$ cat src/rtl/pe_seq_pkg.sv
// Shared definitions for the PE beat sequencer: FSM encoding, pe_ctl bit
// positions and the instruction iteration-count width.
package pe_seq_pkg;

  typedef enum logic [2:0] {
    S_IDLE  = 3'd0,
    S_FETCH = 3'd1,
    S_WAIT  = 3'd2,
    S_ISSUE = 3'd3,
    S_DRAIN = 3'd4,
    S_DONE  = 3'd5
  } state_t;

  localparam int PE_CTL_FIRST = 0;
  localparam int PE_CTL_LAST  = 1;
  localparam int CNT_W        = 8;

  typedef logic [CNT_W-1:0] cnt_t;

endpackage

$ cat src/rtl/pe_seq_align.sv
// One-cycle delay of the read strobe and beat markers so they line up with
// the neuron/weight data returned by memory.
module pe_seq_align
  import pe_seq_pkg::*;
(
  input  logic       clk,
  input  logic       rst,
  input  logic       rd_en,
  input  logic [1:0] ctl_in,
  output logic       vld_p1,
  output logic [1:0] ctl_p1
);

  // stage p0 -> p1: markers are forced to zero on bubbles
  always_ff @(posedge clk) begin
    if (rst) begin
      vld_p1 <= 1'b0;
      ctl_p1 <= 2'b00;
    end else begin
      vld_p1 <= rd_en;
      ctl_p1 <= rd_en ? ctl_in : 2'b00;
    end
  end

endmodule

$ cat src/rtl/pe_seq.sv
// Instruction-driven beat sequencer: fetches per-instruction iteration counts,
// issues contiguous memory reads to parallel_pe and waits for all results.
module pe_seq
  import pe_seq_pkg::*;
#(
  parameter int ADDR_W  = 16,
  parameter int INST_AW = 2
) (
  input  logic               clk,
  input  logic               rst,
  input  logic               start,
  input  logic [INST_AW:0]   inst_num,
  input  logic [ADDR_W-1:0]  base_addr,
  input  logic               hold,
  output logic [INST_AW-1:0] inst_addr,
  input  logic [CNT_W-1:0]   inst_data,
  output logic               mem_rd_en,
  output logic [ADDR_W-1:0]  mem_addr,
  output logic               pe_vld,
  output logic [1:0]         pe_ctl,
  input  logic               pe_vld_o,
  output logic               busy,
  output logic               done,
  output logic               err
);

  localparam int NUM_W = INST_AW + 1;

  state_t             state;
  logic [ADDR_W-1:0]  addr;
  logic [INST_AW-1:0] inst_idx;
  logic [NUM_W-1:0]   num;
  logic [NUM_W-1:0]   exp_cnt;
  logic [NUM_W-1:0]   got_cnt;
  logic [NUM_W-1:0]   got_nxt;
  cnt_t               cnt;
  cnt_t               iter;
  logic               rd_en;
  logic               last_beat;
  logic               last_inst;
  logic               res_in;
  logic               accept;
  logic               proto_err;
  logic [1:0]         ctl;

  assign rd_en     = (state == S_ISSUE) && !hold;
  assign mem_rd_en = rd_en;
  assign mem_addr  = addr;
  assign inst_addr = inst_idx;

  assign last_beat = (iter == cnt - CNT_W'(1));
  assign last_inst = (({1'b0, inst_idx} + NUM_W'(1)) == num);
  assign res_in    = pe_vld_o && (state != S_IDLE);
  assign got_nxt   = got_cnt + NUM_W'(res_in);
  assign accept    = (state == S_IDLE) && start;

  // A result is unexpected when idle or once every issued instruction is answered.
  assign proto_err = pe_vld_o && ((state == S_IDLE) ||
                     (((state == S_DRAIN) || (state == S_DONE)) && (got_cnt == exp_cnt)));

  always_comb begin
    ctl               = 2'b00;
    ctl[PE_CTL_FIRST] = (iter == '0);
    ctl[PE_CTL_LAST]  = last_beat;
  end

  always_ff @(posedge clk) begin
    if (rst) begin
      state    <= S_IDLE;
      addr     <= '0;
      inst_idx <= '0;
      num      <= '0;
      exp_cnt  <= '0;
      got_cnt  <= '0;
      cnt      <= '0;
      iter     <= '0;
      busy     <= 1'b0;
      done     <= 1'b0;
      err      <= 1'b0;
    end else begin
      done <= 1'b0;
      err  <= proto_err | (err & ~accept);
      if (res_in) got_cnt <= got_nxt;
      case (state)
        S_IDLE: begin
          if (start) begin
            busy    <= 1'b1;
            num     <= inst_num;
            exp_cnt <= '0;
            got_cnt <= '0;
            if (inst_num != '0) begin
              addr     <= base_addr;
              inst_idx <= '0;
              state    <= S_FETCH;
            end else begin
              state <= S_DONE;
              done  <= 1'b1;
            end
          end
        end
        S_FETCH: state <= S_WAIT;
        S_WAIT: begin
          cnt  <= inst_data;
          iter <= '0;
          if (inst_data == '0) begin
            if (last_inst) begin
              state <= S_DRAIN;
            end else begin
              inst_idx <= inst_idx + INST_AW'(1);
              state    <= S_FETCH;
            end
          end else begin
            exp_cnt <= exp_cnt + NUM_W'(1);
            state   <= S_ISSUE;
          end
        end
        S_ISSUE: begin
          if (!hold) begin
            addr <= addr + ADDR_W'(1);
            iter <= iter + CNT_W'(1);
            if (last_beat) begin
              if (last_inst) begin
                state <= S_DRAIN;
              end else begin
                inst_idx <= inst_idx + INST_AW'(1);
                state    <= S_FETCH;
              end
            end
          end
        end
        S_DRAIN: begin
          if (got_nxt == exp_cnt) begin
            state <= S_DONE;
            done  <= 1'b1;
          end
        end
        S_DONE: begin
          state <= S_IDLE;
          busy  <= 1'b0;
        end
        default: state <= S_IDLE;
      endcase
    end
  end

  pe_seq_align u_align (
    .clk    (clk),
    .rst    (rst),
    .rd_en  (rd_en),
    .ctl_in (ctl),
    .vld_p1 (pe_vld),
    .ctl_p1 (pe_ctl)
  );

endmodule

$ cat config.mk
export PLATFORM = sky130hd
export DESIGN_NAME = pe_seq
export DESIGN_NICKNAME = d
export VERILOG_FILES = /design/src/rtl/pe_seq_pkg.sv /design/src/rtl/pe_seq_align.sv /design/src/rtl/pe_seq.sv
export SDC_FILE = /design/constraint.sdc
export NUM_CORES = 1
export LEC_CHECK = 0
export CAP_MARGIN = 30
export CORE_MARGIN = 5
export CORE_UTILIZATION = 56
export DETAILED_ROUTE_END_ITERATION = 10
export PLACE_DENSITY = 0.85
export SYNTH_ARGS = -nofsm -noshare
export SYNTH_HDL_FRONTEND = slang
export SYNTH_SLANG_ARGS = --single-unit
$ cat constraint.sdc
create_clock -name clk -period 5.3 [get_ports clk]
set_input_delay 1.06 -clock clk [delete_from_list [all_inputs] [get_ports clk]]
set_output_delay 1.06 -clock clk [all_outputs]
set_load 0.01 [all_outputs]
==> results.md <==
- DRC Markers: 0
- IO Port Bufs: 56
- Worst skew pair latency: 300 ps
- Clock power frac: roughly 22%
- Worst setup EP type: primary output
- Post-route ant nets: 0
- Max incr delay on CP: 880 ps
- Switching Fraction: a little over a third
- ANT cells: 0
- Critical path class: reg2out
- Status: complete, no violations
- Cells after synthesis: between 300 and 400
- Net Count, Synth: 430
- Worst hold path depth: 2
- Width of the die: between 80 and 90 microns
- Post_cts resized: 0
- RSZ-0062 raised after global routing: no
- Placed cell area: roughly 0.0035 sq mm
- CP top delay family: simple AND/OR/NAND/NOR gates
- CTS tree: built
- Worst Tran Pin Value: about 940 ps
- Max-cap violations: 0
- Data arrival, critical path: about 2700 ps
- Total Routing Usage GR: roughly a fifth
- Synthesis-to-layout area growth: 21.0%
- Final #Nets: between 400 and 500
- Critical Path RT: 4240 ps
- Most used DFF post-synth: dfxtp_1
- Post-CTS Setup Inserts: 0
- Clock sinks: 52
- LEAKAGE: 1.28 nW
- DP Wirelength: 5380 microns
- Global-route wire length before repair: ~13000 microns
- F_max: around 270 MHz
- Max clock buf depth: 2
- DR iter-0 viols: around 160
- Internal: 0.799 mW
- Design Area, Final: about 0.0036 sq mm
- Critical Path Slowest Stage Cell: dfxtp_1
- Via density: between 5 and 6
- Combinational cell fraction of total power: a little over a third
- Final Hold Fails: 0
- R2R depth: 9
- PwrDens: approximately 340 mW/mm^2
- RD Place Congestion: around 0.84
- Net Switching: between 0.4 and 0.5 mW
- Async set-reset flop share out of synthesis: 0%
- Post-Syn Area: between 0.003 and 0.004 sq mm
- Final setup viols: 0
- CP Launch Type: flip-flop
- Clock-pin slew on the worst setup and hold paths: 90 ps
- Initial Util: ~58%
- FP Rows: 26
- Max FO, Critical Path: 28
- Num CTS Buffers: 5
- Pwr Total: ~1.3 mW
- Wire per inst: approximately 15 microns
- Via count: 2946
- Syn_area_per_cell: around 7.7 sq um
- Die Ht: ~83 microns
- Ys Warns: 0
- Setup TNS: 0 ps
- Die area: 0.00694 sq mm
- Hold buffer count at cts: 0
- Share of layout cells above drive strength 1: under 10%
- Setup Skew: 4.52 ps
- Register area share after synthesis: approximately 35%
- Detailed-router iteration count before antenna repair: 4
- FF+latch count, synth: 52
- Maximum vdd ir drop: between 0.2 and 0.25 mV
- EDFF count, synth: 0
- H-tree levels: 2
- Final Cycle Share: a little over two thirds
- Max Slew Vio Count: 0
- Hold slack: between 400 and 500 ps
- Crit path time final: around 3700 ps
- HP Class: reg2reg
- Core area: roughly 0.0052 sq mm
- Largest net degree at the start of global routing: 31
- Crit. path cell count: 3
- Synth cell types: 54
- Worst relative slew slack: between 30% and 40%
- Antenna violations before repair: 0
- CTS Root Cell: clkbuf_8
- Number of global-route vias before repair: about 2800
- Sequential Power Share: 42.3%
- Ports: 57
- Worst path bufs/invs: 1
- Total grt overflow: 0
- Routed WL: between 7000 and 8000 microns
- Worst-path cell chain: nand2_1, nor2_1, clkdlybuf4s50_1
## through the flow
stage,setup slack [ps],util (%),std cells
finish,1580,70.4,499
global route,1350,70.4,499
CTS,1600,70.4,499
detailed placement,1800,68.2,491
global placement,1820,68.2,491
floorplan,2790,-,390
## path summary, 6_finish.rpt
kind                               from                     to  slack [ps]
setup / recovery  state[0]$_SDFFE_PP0P_              mem_rd_en        1580
hold / removal      num[0]$_SDFFE_PP0P_    num[0]$_SDFFE_PP0P_         470
setup reg to reg  state[0]$_SDFFE_PP0P_  state[0]$_SDFFE_PP0P_        2530
hold reg to reg     num[0]$_SDFFE_PP0P_    num[0]$_SDFFE_PP0P_         470
## cell usage in the layout (no fill, tap or decap), types with 4 or more instances in the layout
cell type / instances
dfxtp_1: 52
a311oi_1: 4
nand3_1: 13
a211oi_1: 9
nor2_1: 34
nor3_1: 12
o22ai_1: 4
nand4_1: 8
clkdlybuf4s50_1: 56
a21oi_1: 39
o21ai_0: 30
inv_1: 11
or2_2: 4
and3_1: 6
nor4_1: 5
xnor2_1: 11
clkbuf_8: 5
nand2_1: 52
xor2_1: 14
ha_1: 8
## logic make-up after synthesis
family | after synthesis | share of synthesized area, %
mux | 2 | 0.707
flops | 52 | 34.6
xor+xnor | 25 | 7.28
simple gates | 151 | 24.1
buf+inv | 37 | 5.90
fa+ha+maj | 8 | 3.33
compound gates | 115 | 24.1
## power groups by stage
stage	sequential [mW]	combinational (mW)	clock [mW]
floorplan	0.521	0.310	0
detailed placement	0.535	0.448	0
global route	0.540	0.500	0.293
global placement	0.533	0.431	0
CTS	0.527	0.452	0.278
finish	0.530	0.452	0.271
## worst register-to-register path, stage by stage, from the launching register on
cell and delay, ps:
dfxtp_1 880, nor3_1 210, nor2b_1 300, ha_1 210, ha_1 250, xor2_1 150
nor2_1 170, a21oi_1 90, o31a_1 240, a311oi_1 180
## sequential cells by signal (all words and copies together) (netlist names)
name	flops
num	3
exp_cnt	3
busy	1
u_align.vld_p1	1
err	1
u_align.ctl_p1	2
iter	8
cnt	8
inst_addr	2
mem_addr	16
got_cnt	3
done	1
state	3
## Yosys cell counts, types with 3 or more instances
| master | count | area, sq um |
|---|---|---|
| dfxtp_1 | 52 | 1040 |
| nand2_1 | 52 | 195 |
| a21oi_1 | 39 | 195 |
| nor2_1 | 34 | 128 |
| o21ai_0 | 30 | 150 |
| clkbuf_1 | 17 | 63.8 |
| xor2_1 | 14 | 123 |
| nand3_1 | 13 | 65.1 |
| nor3_1 | 12 | 60.1 |
| inv_1 | 11 | 41.3 |
| xnor2_1 | 11 | 96.3 |
| a211oi_1 | 9 | 67.6 |
| ha_1 | 8 | 100 |
| nand4_1 | 8 | 50.1 |
| and3_1 | 6 | 37.5 |
| nor4_1 | 5 | 31.3 |
| a311oi_1 | 4 | 35.0 |
| buf_2 | 4 | 20.0 |
| buf_6 | 4 | 45.0 |
| o22ai_1 | 4 | 25.0 |
| or2_2 | 4 | 25.0 |
| a22oi_1 | 3 | 22.5 |
| a31oi_1 | 3 | 18.8 |
| nor2b_1 | 3 | 18.8 |
| o21ai_1 | 3 | 15.0 |
| o21bai_1 | 3 | 22.5 |
| or3_1 | 3 | 18.8 |
## routing by layer
metal | vias up | global-route usage (%) | part of all wire (%)
met4 | 0 | 8.92 | 1.6
met1 | 1374 | 25.9 | 42
met2 | 99 | 37.0 | 52
met3 | 11 | 3.56 | 5.0
li1 | 1462 | - | -
met5 | - | 0 | 0
## cell type report
type	count	area, sq um
Sequential cell	52	1040
Clock buffer	5	68.8
Fill cell	425	1530
Timing Repair Buffer	57	568
Clock inverter	3	42.5
Tap cell	70	87.6
Inverter	11	41.3
Multi-Input combinational cell	301	1790
Power figures use the tool's default switching activity.
